==> src/rtl/dmem_arb_pkg.sv <==
// Shared types and constants for the data-memory arbiter and its statistics block.
package dmem_arb_pkg;

    typedef enum logic [1:0] {
        ST_ARB   = 2'd0,
        ST_LOCK  = 2'd1,
        ST_YIELD = 2'd2
    } arb_state_e;

    // Access length codes understood by DataMemory.
    localparam logic [2:0] LEN_BYTE = 3'd0;
    localparam logic [2:0] LEN_HALF = 3'd1;
    localparam logic [2:0] LEN_WORD = 3'd2;

    localparam int unsigned DEF_STARVE_LIMIT = 4;
    localparam int unsigned DEF_BURST_MAX    = 16;
    localparam int unsigned DEF_CNT_W        = 16;

endpackage

==> src/rtl/dmem_arbiter_if.sv <==
// Bus bundle between the CPU/loader masters, the arbiter and DataMemory.
interface dmem_arbiter_if;
    logic        cpu_req;
    logic        cpu_wr;
    logic [2:0]  cpu_len;
    logic [31:0] cpu_addr;
    logic [31:0] cpu_wdata;
    logic        cpu_gnt;
    logic        cpu_stall;
    logic [31:0] cpu_rdata;

    logic        ldr_req;
    logic        ldr_wr;
    logic        ldr_lock;
    logic [2:0]  ldr_len;
    logic [31:0] ldr_addr;
    logic [31:0] ldr_wdata;
    logic        ldr_gnt;
    logic [31:0] ldr_rdata;

    logic        mem_wr;
    logic [2:0]  mem_len;
    logic [31:0] mem_addr;
    logic [31:0] mem_wdata;
    logic [31:0] mem_rdata;

    // Arbiter side.
    modport slave (
        input  cpu_req, cpu_wr, cpu_len, cpu_addr, cpu_wdata,
        input  ldr_req, ldr_wr, ldr_lock, ldr_len, ldr_addr, ldr_wdata,
        input  mem_rdata,
        output cpu_gnt, cpu_stall, cpu_rdata,
        output ldr_gnt, ldr_rdata,
        output mem_wr, mem_len, mem_addr, mem_wdata
    );

    // Environment side: requesters plus the memory itself.
    modport master (
        output cpu_req, cpu_wr, cpu_len, cpu_addr, cpu_wdata,
        output ldr_req, ldr_wr, ldr_lock, ldr_len, ldr_addr, ldr_wdata,
        output mem_rdata,
        input  cpu_gnt, cpu_stall, cpu_rdata,
        input  ldr_gnt, ldr_rdata,
        input  mem_wr, mem_len, mem_addr, mem_wdata
    );
endinterface

==> src/rtl/dmem_arb_stats.sv <==
// Saturating grant/conflict counters for the data-memory arbiter.
module dmem_arb_stats #(
    parameter int unsigned CNT_W = 16
) (
    input  logic             clock,
    input  logic             rstn,
    input  logic             i_cpu_gnt,
    input  logic             i_ldr_gnt,
    input  logic             i_conflict,
    output logic [CNT_W-1:0] stat_cpu_gnt,
    output logic [CNT_W-1:0] stat_ldr_gnt,
    output logic [CNT_W-1:0] stat_conflict
);
    localparam logic [CNT_W-1:0] CNT_MAX = {CNT_W{1'b1}};

    logic [CNT_W-1:0] r_cpu_gnt;
    logic [CNT_W-1:0] r_ldr_gnt;
    logic [CNT_W-1:0] r_conflict;

    function automatic logic [CNT_W-1:0] sat_inc(input logic [CNT_W-1:0] v, input logic en);
        if (en && (v != CNT_MAX)) begin
            return v + CNT_W'(1);
        end else begin
            return v;
        end
    endfunction

    // Counter registers, cleared only by reset.
    always_ff @(posedge clock or negedge rstn) begin
        if (!rstn) begin
            r_cpu_gnt  <= {CNT_W{1'b0}};
            r_ldr_gnt  <= {CNT_W{1'b0}};
            r_conflict <= {CNT_W{1'b0}};
        end else begin
            r_cpu_gnt  <= sat_inc(r_cpu_gnt, i_cpu_gnt);
            r_ldr_gnt  <= sat_inc(r_ldr_gnt, i_ldr_gnt);
            r_conflict <= sat_inc(r_conflict, i_conflict);
        end
    end

    assign stat_cpu_gnt  = r_cpu_gnt;
    assign stat_ldr_gnt  = r_ldr_gnt;
    assign stat_conflict = r_conflict;
endmodule

==> src/rtl/dmem_arbiter.sv <==
// CPU-priority arbiter sharing DataMemory with a loader that may lock bounded bursts.
// Statistics counters and ports exist only when DMEM_ARB_STATS_EN is defined.
module dmem_arbiter
    import dmem_arb_pkg::*;
#(
    parameter int unsigned STARVE_LIMIT = DEF_STARVE_LIMIT,
    parameter int unsigned BURST_MAX    = DEF_BURST_MAX
`ifdef DMEM_ARB_STATS_EN
    ,
    parameter int unsigned CNT_W        = DEF_CNT_W
`endif
) (
    input  logic             clock,
    input  logic             rstn,
    dmem_arbiter_if.slave    bus
`ifdef DMEM_ARB_STATS_EN
    ,
    output logic [CNT_W-1:0] stat_cpu_gnt,
    output logic [CNT_W-1:0] stat_ldr_gnt,
    output logic [CNT_W-1:0] stat_conflict
`endif
);
    localparam int unsigned STARVE_W = $clog2(STARVE_LIMIT + 1);
    localparam int unsigned BURST_W  = $clog2(BURST_MAX + 1);
    localparam logic [STARVE_W-1:0] STARVE_TOP = STARVE_W'(STARVE_LIMIT);
    localparam logic [BURST_W-1:0]  BURST_TOP  = BURST_W'(BURST_MAX);

    arb_state_e          r_state;
    arb_state_e          w_next_state;
    logic [STARVE_W-1:0] r_starve_cnt;
    logic [STARVE_W-1:0] w_starve_nxt;
    logic [STARVE_W-1:0] w_arb_starve;
    logic [BURST_W-1:0]  r_burst_cnt;
    logic [BURST_W-1:0]  w_burst_nxt;
    logic [BURST_W-1:0]  w_burst_inc;
    logic                w_arb_cpu_gnt;
    logic                w_arb_ldr_gnt;
    logic                w_cpu_gnt_raw;
    logic                w_ldr_gnt_raw;
    logic                w_cpu_gnt;
    logic                w_ldr_gnt;

    // Plain ARB decision, also reused when the loader releases its lock.
    always_comb begin
        w_arb_ldr_gnt = bus.ldr_req & (~bus.cpu_req | (r_starve_cnt == STARVE_TOP));
        w_arb_cpu_gnt = bus.cpu_req & ~w_arb_ldr_gnt;
        if (!bus.ldr_req || w_arb_ldr_gnt) begin
            w_arb_starve = {STARVE_W{1'b0}};
        end else if (r_starve_cnt == STARVE_TOP) begin
            w_arb_starve = STARVE_TOP;
        end else begin
            w_arb_starve = r_starve_cnt + STARVE_W'(1);
        end
        // Burst length including the current cycle; saturates at the limit.
        if (r_burst_cnt == BURST_TOP) begin
            w_burst_inc = BURST_TOP;
        end else begin
            w_burst_inc = r_burst_cnt + BURST_W'(1);
        end
    end

    // Next-state and grant logic.
    always_comb begin
        w_next_state  = r_state;
        w_starve_nxt  = r_starve_cnt;
        w_burst_nxt   = r_burst_cnt;
        w_cpu_gnt_raw = 1'b0;
        w_ldr_gnt_raw = 1'b0;
        case (r_state)
            ST_ARB: begin
                w_cpu_gnt_raw = w_arb_cpu_gnt;
                w_ldr_gnt_raw = w_arb_ldr_gnt;
                w_starve_nxt  = w_arb_starve;
                if (w_arb_ldr_gnt && bus.ldr_lock) begin
                    w_next_state = ST_LOCK;
                    w_burst_nxt  = BURST_W'(1);
                end else begin
                    w_next_state = ST_ARB;
                    w_burst_nxt  = {BURST_W{1'b0}};
                end
            end
            ST_LOCK: begin
                if (!bus.ldr_lock) begin
                    w_cpu_gnt_raw = w_arb_cpu_gnt;
                    w_ldr_gnt_raw = w_arb_ldr_gnt;
                    w_starve_nxt  = w_arb_starve;
                    w_next_state  = ST_ARB;
                    w_burst_nxt   = {BURST_W{1'b0}};
                end else begin
                    w_ldr_gnt_raw = bus.ldr_req;
                    w_starve_nxt  = {STARVE_W{1'b0}};
                    w_burst_nxt   = w_burst_inc;
                    if ((w_burst_inc == BURST_TOP) && bus.cpu_req) begin
                        w_next_state = ST_YIELD;
                    end else begin
                        w_next_state = ST_LOCK;
                    end
                end
            end
            ST_YIELD: begin
                w_cpu_gnt_raw = bus.cpu_req;
                w_starve_nxt  = STARVE_TOP;
                w_burst_nxt   = {BURST_W{1'b0}};
                w_next_state  = ST_ARB;
            end
            default: begin
                w_starve_nxt = {STARVE_W{1'b0}};
                w_burst_nxt  = {BURST_W{1'b0}};
                w_next_state = ST_ARB;
            end
        endcase
    end

    // State and counter registers.
    always_ff @(posedge clock or negedge rstn) begin
        if (!rstn) begin
            r_state      <= ST_ARB;
            r_starve_cnt <= {STARVE_W{1'b0}};
            r_burst_cnt  <= {BURST_W{1'b0}};
        end else begin
            r_state      <= w_next_state;
            r_starve_cnt <= w_starve_nxt;
            r_burst_cnt  <= w_burst_nxt;
        end
    end

    // Grants are forced low while reset is asserted, independent of the clock.
    assign w_cpu_gnt = w_cpu_gnt_raw & rstn;
    assign w_ldr_gnt = w_ldr_gnt_raw & rstn;

    assign bus.cpu_gnt   = w_cpu_gnt;
    assign bus.ldr_gnt   = w_ldr_gnt;
    assign bus.cpu_stall = bus.cpu_req & ~w_cpu_gnt;
    assign bus.cpu_rdata = bus.mem_rdata;
    assign bus.ldr_rdata = bus.mem_rdata;
    assign bus.mem_wr    = (w_cpu_gnt & bus.cpu_wr) | (w_ldr_gnt & bus.ldr_wr);
    assign bus.mem_addr  = w_ldr_gnt ? bus.ldr_addr  : bus.cpu_addr;
    assign bus.mem_wdata = w_ldr_gnt ? bus.ldr_wdata : bus.cpu_wdata;
    assign bus.mem_len   = w_ldr_gnt ? bus.ldr_len   : bus.cpu_len;

`ifdef DMEM_ARB_STATS_EN
    dmem_arb_stats #(
        .CNT_W (CNT_W)
    ) u_stats (
        .clock         (clock),
        .rstn          (rstn),
        .i_cpu_gnt     (w_cpu_gnt),
        .i_ldr_gnt     (w_ldr_gnt),
        .i_conflict    (bus.cpu_req & bus.ldr_req),
        .stat_cpu_gnt  (stat_cpu_gnt),
        .stat_ldr_gnt  (stat_ldr_gnt),
        .stat_conflict (stat_conflict)
    );
`endif
endmodule

==> src/flat_wrapper.sv <==
// flat-port wrapper written by rule: the top's interface ports become plain ports
module dmem_arbiter_flat import dmem_arb_pkg::*;
#(
    parameter int unsigned STARVE_LIMIT = DEF_STARVE_LIMIT,
    parameter int unsigned BURST_MAX    = DEF_BURST_MAX

)
  (clock, rstn, bus_cpu_req, bus_cpu_wr, bus_cpu_len, bus_cpu_addr, bus_cpu_wdata, bus_ldr_req, bus_ldr_wr, bus_ldr_lock, bus_ldr_len, bus_ldr_addr, bus_ldr_wdata, bus_mem_rdata, bus_cpu_gnt, bus_cpu_stall, bus_cpu_rdata, bus_ldr_gnt, bus_ldr_rdata, bus_mem_wr, bus_mem_len, bus_mem_addr, bus_mem_wdata);
  dmem_arbiter_if bus_i ();
  input  logic clock;
  input  logic rstn;
  input wire logic [$bits(bus_i.cpu_req)-1:0] bus_cpu_req;
  input wire logic [$bits(bus_i.cpu_wr)-1:0] bus_cpu_wr;
  input wire logic [$bits(bus_i.cpu_len)-1:0] bus_cpu_len;
  input wire logic [$bits(bus_i.cpu_addr)-1:0] bus_cpu_addr;
  input wire logic [$bits(bus_i.cpu_wdata)-1:0] bus_cpu_wdata;
  input wire logic [$bits(bus_i.ldr_req)-1:0] bus_ldr_req;
  input wire logic [$bits(bus_i.ldr_wr)-1:0] bus_ldr_wr;
  input wire logic [$bits(bus_i.ldr_lock)-1:0] bus_ldr_lock;
  input wire logic [$bits(bus_i.ldr_len)-1:0] bus_ldr_len;
  input wire logic [$bits(bus_i.ldr_addr)-1:0] bus_ldr_addr;
  input wire logic [$bits(bus_i.ldr_wdata)-1:0] bus_ldr_wdata;
  input wire logic [$bits(bus_i.mem_rdata)-1:0] bus_mem_rdata;
  output wire logic [$bits(bus_i.cpu_gnt)-1:0] bus_cpu_gnt;
  output wire logic [$bits(bus_i.cpu_stall)-1:0] bus_cpu_stall;
  output wire logic [$bits(bus_i.cpu_rdata)-1:0] bus_cpu_rdata;
  output wire logic [$bits(bus_i.ldr_gnt)-1:0] bus_ldr_gnt;
  output wire logic [$bits(bus_i.ldr_rdata)-1:0] bus_ldr_rdata;
  output wire logic [$bits(bus_i.mem_wr)-1:0] bus_mem_wr;
  output wire logic [$bits(bus_i.mem_len)-1:0] bus_mem_len;
  output wire logic [$bits(bus_i.mem_addr)-1:0] bus_mem_addr;
  output wire logic [$bits(bus_i.mem_wdata)-1:0] bus_mem_wdata;
  assign bus_i.cpu_req = bus_cpu_req;
  assign bus_i.cpu_wr = bus_cpu_wr;
  assign bus_i.cpu_len = bus_cpu_len;
  assign bus_i.cpu_addr = bus_cpu_addr;
  assign bus_i.cpu_wdata = bus_cpu_wdata;
  assign bus_i.ldr_req = bus_ldr_req;
  assign bus_i.ldr_wr = bus_ldr_wr;
  assign bus_i.ldr_lock = bus_ldr_lock;
  assign bus_i.ldr_len = bus_ldr_len;
  assign bus_i.ldr_addr = bus_ldr_addr;
  assign bus_i.ldr_wdata = bus_ldr_wdata;
  assign bus_i.mem_rdata = bus_mem_rdata;
  assign bus_cpu_gnt = bus_i.cpu_gnt;
  assign bus_cpu_stall = bus_i.cpu_stall;
  assign bus_cpu_rdata = bus_i.cpu_rdata;
  assign bus_ldr_gnt = bus_i.ldr_gnt;
  assign bus_ldr_rdata = bus_i.ldr_rdata;
  assign bus_mem_wr = bus_i.mem_wr;
  assign bus_mem_len = bus_i.mem_len;
  assign bus_mem_addr = bus_i.mem_addr;
  assign bus_mem_wdata = bus_i.mem_wdata;
  dmem_arbiter #(.STARVE_LIMIT(STARVE_LIMIT), .BURST_MAX(BURST_MAX)) u_core (.clock(clock), .rstn(rstn), .bus(bus_i));
endmodule
==> config.mk <==
export PLATFORM = sky130hd
export DESIGN_NAME = dmem_arbiter_flat
export DESIGN_NICKNAME = d
export VERILOG_FILES = /design/src/rtl/dmem_arb_pkg.sv /design/src/rtl/dmem_arbiter_if.sv /design/src/rtl/dmem_arb_stats.sv /design/src/rtl/dmem_arbiter.sv /design/src/flat_wrapper.sv
export SDC_FILE = /design/constraint.sdc
export NUM_CORES = 1
export LEC_CHECK = 0
export BUFFER_PORTS_ARGS = -buffer_cell sky130_fd_sc_hd__buf_2
export CAP_MARGIN = 20
export CORE_AREA = 2 2 120 122
export DETAILED_ROUTE_END_ITERATION = 6
export DIE_AREA = 0 0 122 124
export SYNTH_ARGS = -nofsm -noshare
export SYNTH_HDL_FRONTEND = slang
export SYNTH_SLANG_ARGS = --single-unit
export TNS_END_PERCENT = 1
==> constraint.sdc <==
create_clock -name clock -period 2.3 [get_ports clock]
set_input_delay 0.23 -clock clock [delete_from_list [all_inputs] [get_ports clock]]
set_output_delay 0.23 -clock clock [all_outputs]
set_load 0.02 [all_outputs]
# Word level (Yosys, flattened, before mapping)
# Index checks and enable logic that the tools add are counted.
# totals
register_bits	10
latch_bits	0
mem_bits_rw	0
mem_bits_ro	0
inputBits	173
out_inout_bits	135
wordCells	46
mem_count	0
# op_classes
addsub	2
multipliers	0
div	0
magnitude_cmp	0
n_eq_ne	5
shifts	0
n_mux	19
bitwise_logic	12
n_reduce_logical	5
# op_table
operator	n
$mux 32	2
$mux 3	4
$eq 5x5->1 const B	2
$mux 5	2
$pmux 5 s2	1
$pmux 3 s3	1
$and 1x1->1	7
$add 5x1->5 const B	1
$mux 1	4
$mux 2	2
$pmux 2 s2	1
$add 3x1->3 const B	1
$eq 3x3->1 const B	1
$not 1->1	3
$pmux 1 s3	1
$eq 2x1->1 const B	1
$eq 2x2->1 const B	1
$logic_and 1x1->1	2
$logic_not 2->1	1
$or 1x1->1	2
$pmux 1 s2	1
$logic_not 1->1	1
$logic_or 1x1->1	1

# Logic depth before layout (Yosys ltp)
# Gate-level depths: netlist (run 1).
# depth
ltp_word	10
ltp_mapped	9

# Worst setup path before layout (run 1)
# OpenSTA, ideal clock, no wires.
# synth_path
path_kind	reg2out
startpoint	reg u_core.r_starve_cnt[0]
endpoint	out bus_mem_addr[13]
arrival_ns	1.746
required_time_ns	2.070
path_slack_ns	0.324
path_stages_with_launch	10
path_cell_list	dfrtp_1 inv_1 ha_1 a21boi_4 nand2_2 and3_1 buf_6 buf_6 buf_6 mux2_4
# synth_via
elab_chain_cells	7
# synth_lines
item	line_no	source
start: declaration	dmem_arbiter.sv:30	logic [STARVE_W-1:0] r_starve_cnt;
start signal: assignment	dmem_arbiter.sv:118	r_starve_cnt <= {STARVE_W{1'b0}};
start signal: assignment	dmem_arbiter.sv:122	r_starve_cnt <= w_starve_nxt;
$eq 3x3->1 *	dmem_arbiter.sv:45	w_arb_ldr_gnt = bus.ldr_req & (~bus.cpu_req | (r_starve_cnt == STARVE_TOP));
$or 1x1->1 *	dmem_arbiter.sv:45	
$and 1x1->1 *	dmem_arbiter.sv:45	
$mux 1	dmem_arbiter.sv:83	if (!bus.ldr_lock) begin
$pmux 1 s2 *	dmem_arbiter.sv:69	case (r_state)
$and 1x1->1 *	dmem_arbiter.sv:129	assign w_ldr_gnt = w_ldr_gnt_raw & rstn;
$mux 32 *	dmem_arbiter.sv:137	assign bus.mem_addr = w_ldr_gnt ? bus.ldr_addr : bus.cpu_addr;
end: declaration	flat_wrapper.sv:31	output wire logic [$bits(bus_i.mem_addr)-1:0] bus_mem_addr;
# Mark *: on every way between the ends. The rest lies on a longest branch, timed or not.

# Worst setup path in the final report (run 1)
# layout_path
startpoint	reg u_core.r_starve_cnt[0]
endpoint	out bus_mem_wdata[14]
# layout_via
elab_chain_cells	7
# layout_lines
item	line_no	source
$eq 3x3->1 *	dmem_arbiter.sv:45	
$or 1x1->1 *	dmem_arbiter.sv:45	
$and 1x1->1 *	dmem_arbiter.sv:45	
$mux 1	dmem_arbiter.sv:83	
$pmux 1 s2 *	dmem_arbiter.sv:69	
$and 1x1->1 *	dmem_arbiter.sv:129	
$mux 32 *	dmem_arbiter.sv:138	assign bus.mem_wdata = w_ldr_gnt ? bus.ldr_wdata : bus.cpu_wdata;
end: declaration	flat_wrapper.sv:32	output wire logic [$bits(bus_i.mem_wdata)-1:0] bus_mem_wdata;
# Marks and branches as above.

==> results.py, run 1 <==
metrics = {
    "power_and_ir_drop": {
        "max-vdd-ir-drop_mv": 0.5695,
        "power_mw": 1.162,
        "power.leakage_nw": 1.734,
        "cellPowerDensity_mw_per_mm2": 340.9,
    },
    "worst_setup_path": {
        "max_stage_delay_ps": 390,
        "worstSetupStartpointType": "flop",
        "arrival_ps": 2040,
        "cp_slowest_cell": "dfrtp_1",
        "cp-end-kind": "primary output",
        "reg2reg_depth": 5,
        "critical_path_class": "flop to primary output",
        "rr_endpoint": "u_core.r_state[1]",
        "critical_path.endpoint": "bus_mem_wdata[14]",
        "critPathMaxFanout": 6,
        "startpoint": "u_core.r_starve_cnt[0]",
        "reg2reg_from": "u_core.r_burst_cnt[0]",
        "worstPathRequired_ps": 2070,
        "path_cells": "inv_1 -> ha_2 -> a21boi_4 -> nand2_2 -> and3_4 -> buf_12 -> clkbuf_16 -> mux2_2 -> buf_6",
        "rrSetupSlack_ps": 790,
    },
    "synthesis": {
        "ys.flop_type": "dfrtp_1",
        "synth-compound-area-share_pct": 4.756,
        "muxShareOfSynthArea_pct": 41.24,
        "yosysSeqAreaShare_pct": 13.03,
        "syn_nets": 376,
        "synth_area_sq_mm": 0.001921,
        "synth_edf_count": 0,
        "synthTopCellsByCount": "buf_4 (64), mux2_2 (57), dfrtp_1 (10), mux2_4 (10)",
        "ys_seq_elements": 10,
        "yosysMostFrequentCell": "buf_4",
        "async_reset_ff_share_pct": 100.0,
        "synth_top_area_share_pct": 33.42,
        "synthAdderAreaFrac_pct": 2.606,
        "yosys_warnings": 0,
        "ys_types": 29,
        "yosys.area.top_type": "mux2_2",
        "synthSimpleGateAreaFrac_pct": 7.948,
        "syn_inst": 199,
        "synthTopCellsByArea": "mux2_2 (33%), buf_4 (25%), dfrtp_1 (13%)",
        "synth-xor-area-share_pct": 1.368,
        "syn_avg_cell_area_sq_um": 9.651,
        "synth_top_family_by_area": "multiplexers",
    },
    "route": {
        "vias_per_cell": 3.738,
        "drt_iter0_markers": 36,
        "vias": 2015,
        "firstDrtPassIters": 4,
        "wirelength_microns": 8998,
        "drtAntennaViolNets": 0,
        "wl_per_cell_microns": 16.69,
        "route.detailed.drc": 0,
    },
    "place": {
        "dpl-instance-area_sq_mm": 0.002699,
        "io_buffers": 211,
        "dp_worst_setup_slack_ps": 148.6,
        "dpl.hpwl_microns": 6608,
        "dp_cells": 521,
        "place.gp.congestion": 0.7424,
    },
    "timing": {
        "min_period_ps": 2269,
        "maxSlewViolCount": 0,
        "max_freq_mhz": 440.8,
        "finalCritPeriodShare_pct": 98.64,
        "layout_setup_ws_ps": 31.19,
        "hold_violations": 0,
        "whs_ps": 271.7,
        "clock_skew_ps": 1.283,
        "setup_violations": 0,
        "worstMarginPinSlew_ps": 300.0,
        "rsz0062_at_grt": "yes",
        "slew_headroom_pct": 79.85,
    },
    "layout": {
        "fin_nets": 538,
        "drive_above_1_share_pct": 84.12,
        "synthToLayoutAreaGrowth_pct": 77.46,
        "fin_cells": 539,
        "fillCellCount": 1479,
        "register_area_sq_um": 250.2,
        "final_area_sq_mm": 0.003408,
        "diodes": 0,
        "multi_input_area_sq_mm": 0.001217,
    },
    "run_status": {
        "status": "finished, final reports clean",
    },
    "global_route": {
        "grt_overflow_total": 0,
        "grt_pass1_vias": 1717,
        "grt_pass1_wl_microns": 9404,
        "grt_max_degree": 26,
        "grt_usage_pct": 8.305,
        "antenna_found_initial": 1,
    },
    "hold_path": {
        "hp-class": "primary input to flop",
    },
    "clock_network": {
        "clk_latency_ps": 240,
        "clock_path_buffers": 2,
        "path_clk_slew_ps": 40,
        "cts_tree": "done",
        "cts_sinks": 10,
        "ctsRootBufferMaster": "clkbuf_16",
        "cts_inserted_buffers": 3,
        "htreeDepth": 1,
    },
    "die": {
        "io_pins": 308,
        "row_count": 43,
        "die_h_microns": 124,
        "die_w_microns": 122,
        "start_util_pct": 14.00,
        "core_area_sq_mm": 0.01372,
        "dieArea_sq_mm": 0.01513,
    },
    "flow_run": {
        "drv_cap": 0,
    },
}
-- area by class of cell --
cell class	count	share of cell area [%]
inverters	5	0.5507
multi-input cells	112	35.72
well taps	180	6.608
clock buffers	3	2.203
repair buffers	229	47.58
flip-flops and latches	10	7.342
-- layout by cell type, fill, tap and decap left out, drive strengths merged --
cell,netlist,layout
a21boi,1,1
nor2b,3,3
nand3,2,2
and3,3,3
mux2,67,67
nand3b,3,3
inv,5,5
o2111a,1,1
o21a,1,1
clkbuf,0,8
ha,4,4
nand2b,2,2
nor3,3,3
xor2,2,2
a21oi,1,1
nor2,4,4
o32ai,1,1
a311o,1,1
a22o,1,1
buf,72,223
dlygate4sd3,0,1
nand2,4,4
xnor2,1,1
a31oi,1,1
dfrtp,10,10
nor3b,3,3
o21ai,3,3
-- worst min-delay path by stage --
| stage | startpoint | to | slack [ps] | depth (start not counted) |
|---|---|---|---|---|
| after floorplan | rstn | u_core.r_burst_cnt[0] | -70 | 0 |
| after global placement | rstn | u_core.r_state[1] | 190 | 2 |
| after detailed placement | rstn | u_core.r_starve_cnt[1] | 180 | 2 |
| after CTS | bus_ldr_lock | u_core.r_burst_cnt[0] | 270 | 2 |
| after global routing | bus_ldr_lock | u_core.r_burst_cnt[0] | 280 | 2 |
| final | bus_ldr_lock | u_core.r_burst_cnt[0] | 270 | 2 |
-- stage by stage --
| step | utilization, % | TNS [ps] |
|---|---|---|
| floorplan | - | 0 |
| global placement | 19.67 | 0 |
| detailed placement | 19.67 | 0 |
| CTS | 20.66 | -3.446 |
| global route | 24.84 | -1975 |
| finish | 24.84 | 0 |
-- state kept, by name, indices dropped and copies added, names as in the netlist --
name / flops
u_core.r_state: 2
u_core.r_burst_cnt: 5
u_core.r_starve_cnt: 3
-- cells by family after synthesis --
| kind of cell | after synthesis |
|---|---|
| DFF | 10 |
| adders and majority gates | 4 |
| AOI/OAI and AO/OA | 11 |
| and+or+nand+nor | 27 |
| buffers and inverters | 77 |
| xor gates and xnor gates | 3 |
| muxes | 67 |
-- critical path: cells and delay by family, from the launching register on --
family,cells,cell delay [ps]
buffers and inverters,4,500
adders and majority gates,1,190
DFF,1,390
AOI/OAI and AO/OA,1,60
and+or+nand+nor,2,300
muxes,1,340
-- power breakdown --
part           internal [mW]  total, mW  switching [mW]
combinational          0.374      0.673           0.299
clock                  0.225      0.303          0.0779
sequential             0.181      0.186         0.00445
-- routing by layer --
metal / global-route usage [%] / routed length (microns)
met1: 10.28 / 3590
met2: 13.93 / 4363
met3: 3.114 / 979
met4: 1.437 / 55
met5: 0 / 10
-- timing repair --
action / CTS / global route
hold buffers: 1 / 0
pin swaps: 2 / 4
cloned: 1 / 7
endpoints found under the setup margin: 67 / 59
buffers inserted: 0 / 6
resized for setup: 7 / 109
hold endpoints to repair: 10 / 0
Note: power is estimated with default switching activity, not from simulation.
==> run 2: changes to the inputs <==
Settings changed: ABC_AREA set to 1, CORE_AREA 2 2 120 122 to 2 2 119 121, DIE_AREA 0 0 122 124 to 0 0 121 123, SYNTH_HIERARCHICAL set to 1.
==> results.py, run 2 <==
metrics = {
    "clock_network": {
        "clk_latency_ps": 230,
        "ctsRootBufferMaster": "clkbuf_16",
        "htreeDepth": 1,
        "cts_tree": "done",
        "path_clk_slew_ps": 40,
        "clock_path_buffers": 2,
        "cts_resized": 0,
        "cts_inserted_buffers": 3,
        "cts_sinks": 10,
    },
    "route": {
        "wl_met1_microns": 2627,
        "drt_iter0_markers": 67,
        "drtAntennaViolNets": 0,
        "highest_layer": "met5",
        "firstDrtPassIters": 4,
        "met2WireLength_microns": 3205,
        "vias": 2451,
        "route.detailed.drc": 0,
        "vias_per_cell": 3.610,
        "met3_length_microns": 886,
        "wl_per_cell_microns": 10.13,
        "wirelength_microns": 6876,
    },
    "layout": {
        "drive_above_1_share_pct": 44.89,
        "fillCellCount": 1580,
        "largest_register_ffs": 5,
        "final_cell_mix": "nand2_1 (223), buf_2 (211), nor2_1 (13), inv_1 (11), dfrtp_1 (10)",
        "synthToLayoutAreaGrowth_pct": 45.43,
        "layout_commonest_cell": "nand2_1",
        "top_register": "u_core/r_burst_cnt",
        "diodes": 0,
        "fin_nets": 677,
        "top_regs": "u_core/r_burst_cnt: 5 flops, u_core/r_starve_cnt: 3 flops, u_core/r_state: 2 flops",
    },
    "synthesis": {
        "synthTopCellsByCount": "nand2_1 (223), buf_4 (65), nor2_1 (13)",
        "synth_top_family_by_area": "simple AND/OR/NAND/NOR gates",
        "synthAdderAreaFrac_pct": 2.611,
        "synthTopCellsByArea": "nand2_1 (44%), buf_4 (25%), dfrtp_1 (13%)",
        "synth_area_sq_mm": 0.001917,
        "synth-compound-area-share_pct": 1.240,
        "yosysSeqAreaShare_pct": 13.05,
        "muxShareOfSynthArea_pct": 0,
        "ys_seq_elements": 10,
        "syn_nets": 533,
        "synth-xor-area-share_pct": 1.371,
        "synth_edf_count": 0,
        "syn_avg_cell_area_sq_um": 5.384,
        "ys_types": 19,
        "syn_inst": 356,
        "ys.flop_type": "dfrtp_1",
        "async_reset_ff_share_pct": 100.0,
        "yosys.area.top_type": "nand2_1",
        "synthSimpleGateAreaFrac_pct": 48.69,
        "synth_top_area_share_pct": 43.67,
        "yosysMostFrequentCell": "nand2_1",
        "yosys_warnings": 6,
    },
    "hold_path": {
        "hp-class": "primary input to flop",
        "min_path_cells": 3,
    },
    "worst_setup_path": {
        "reg2reg_depth": 11,
        "path_cells": "inv_1 -> ha_1 -> a21oi_2 -> nand2_1 -> nand2_2 -> buf_4 -> nand2_1 -> nand2_1 -> buf_2",
        "cp.depth": 9,
        "critical_path_class": "flop to primary output",
        "worstPathRequired_ps": 2070,
        "cp_slowest_cell": "dfrtp_1",
        "arrival_ps": 1900,
        "cp-end-kind": "primary output",
        "critPathMaxFanout": 30,
        "max_stage_delay_ps": 350,
        "cp_common_cell": "nand2_1",
        "path_buf_inv": 3,
        "worstSetupStartpointType": "flop",
        "path_delay_family": "buffers and inverters",
    },
    "die": {
        "dieArea_sq_mm": 0.01488,
        "core_area_sq_mm": 0.01361,
        "die_w_microns": 121,
        "row_count": 43,
        "start_util_pct": 14.08,
        "die_h_microns": 123,
        "io_pins": 308,
    },
    "place": {
        "io_buffers": 211,
        "place.gp.congestion": 0.7006,
        "dpl.hpwl_microns": 5799,
    },
    "global_route": {
        "grt_max_degree": 38,
        "grt_pass1_vias": 2076,
        "grt_pass1_wl_microns": 9646,
        "grt_overflow_total": 0,
        "grt_usage_pct": 8.012,
        "antenna_found_initial": 1,
    },
    "flow_run": {
        "drv_cap": 0,
    },
    "power_and_ir_drop": {
        "max-vdd-ir-drop_mv": 0.2304,
        "power_mw": 1.038,
        "cellPowerDensity_mw_per_mm2": 372.4,
        "power.leakage_nw": 1.832,
    },
    "timing": {
        "rsz0062_at_grt": "no",
        "min_period_ps": 2133,
        "hold_violations": 0,
        "finalCritPeriodShare_pct": 92.75,
        "tns_ps": 0,
        "maxSlewViolCount": 0,
        "clock_skew_ps": 2.058,
        "worstMarginPinSlew_ps": 310.4,
        "slew_headroom_pct": 79.31,
        "setup_violations": 0,
        "max_freq_mhz": 468.8,
    },
    "run_status": {
        "status": "finished, final reports clean",
    },
}
## run 2: cell count changes after synthesis, moves of 3 or more
| cell | previous run | this run |
|---|---|---|
| mux2_4 | 10 | 0 |
| mux2_2 | 57 | 0 |
| nor2b_1 | 3 | 0 |
| nand2_1 | 3 | 223 |
| buf_2 | 5 | 8 |
| nor2_1 | 4 | 13 |
| inv_1 | 5 | 11 |
## run 2: final cells by class
class,count,area [sq um],area share (%)
Multi-Input combinational cell,255,1033,37.07
Tap cell,180,225.2,8.079
Inverter,13,48.80,1.750
Sequential cell,10,250.2,8.977
Timing Repair Buffer,217,1141,40.93
Clock buffer,4,88.84,3.187
## run 2: where the power goes
| part | switching (mW) | leakage (nW) | internal [mW] | total [mW] |
|---|---|---|---|---|
| Clock | 0.0775 | 0.0442 | 0.261 | 0.339 |
| Combinational | 0.302 | 1.65 | 0.212 | 0.514 |
| Sequential | 0.00377 | 0.137 | 0.182 | 0.186 |
## run 2: worst paths after layout
kind / startpoint / end / slack [ps]
max in group asynchronous: rstn / u_core/r_burst_cnt[4] / 1700
worst min register to register: u_core/r_starve_cnt[0] / u_core/r_starve_cnt[0] / 460
worst max-delay path: u_core/r_starve_cnt[0] / bus_mem_wdata[10] / 170
worst max register to register: u_core/r_burst_cnt[0] / u_core/r_state[0] / 940
min in group asynchronous: rstn / u_core/r_burst_cnt[0] / 450
worst min-delay path: bus_ldr_req / u_core/r_starve_cnt[0] / 290
## run 2: what timing repair did
action	CTS	global route
buffers inserted	0	0
endpoints found under the hold margin	10	0
hold buffers	1	0
## run 2: stage by stage
step	utilization (%)	hold WS (ps)	cells	worst slack, ps	area (sq um)
2_1_floorplan	-	-65.59	356	656.9	1917
4_1_cts	20.48	289.5	679	135.0	2788
3_3_place_gp	19.75	175.5	674	441.3	2689
6_report	20.48	289.5	679	166.8	2788
3_5_place_dp	19.75	172.2	674	383.7	2689
5_1_grt	20.48	295.6	679	4.238	2788
## run 2: cell families after synthesis
family          count (synthesis)
flops                          10
xor+xnor                        3
buf+inv                        91
fa+ha+maj                       4
compound gates                  4
simple gates                  244
## run 2: layer usage
layer	global-route usage (%)	up-vias
met4	2.544	2
met3	3.229	24
met1	9.218	992
met5	0	-
met2	13.59	154
li1	-	1279
## run 2: worst reg2reg max path, cell delays in order, from the launching register on
cell	delay (ps)
dfrtp_1	400
inv_1	80
ha_1	140
nand2_1	40
inv_1	40
nand2_1	70
nand2_1	90
nand2_1	60
nor2_1	120
nand3_1	80
nand2_1	60
nand2_1	50
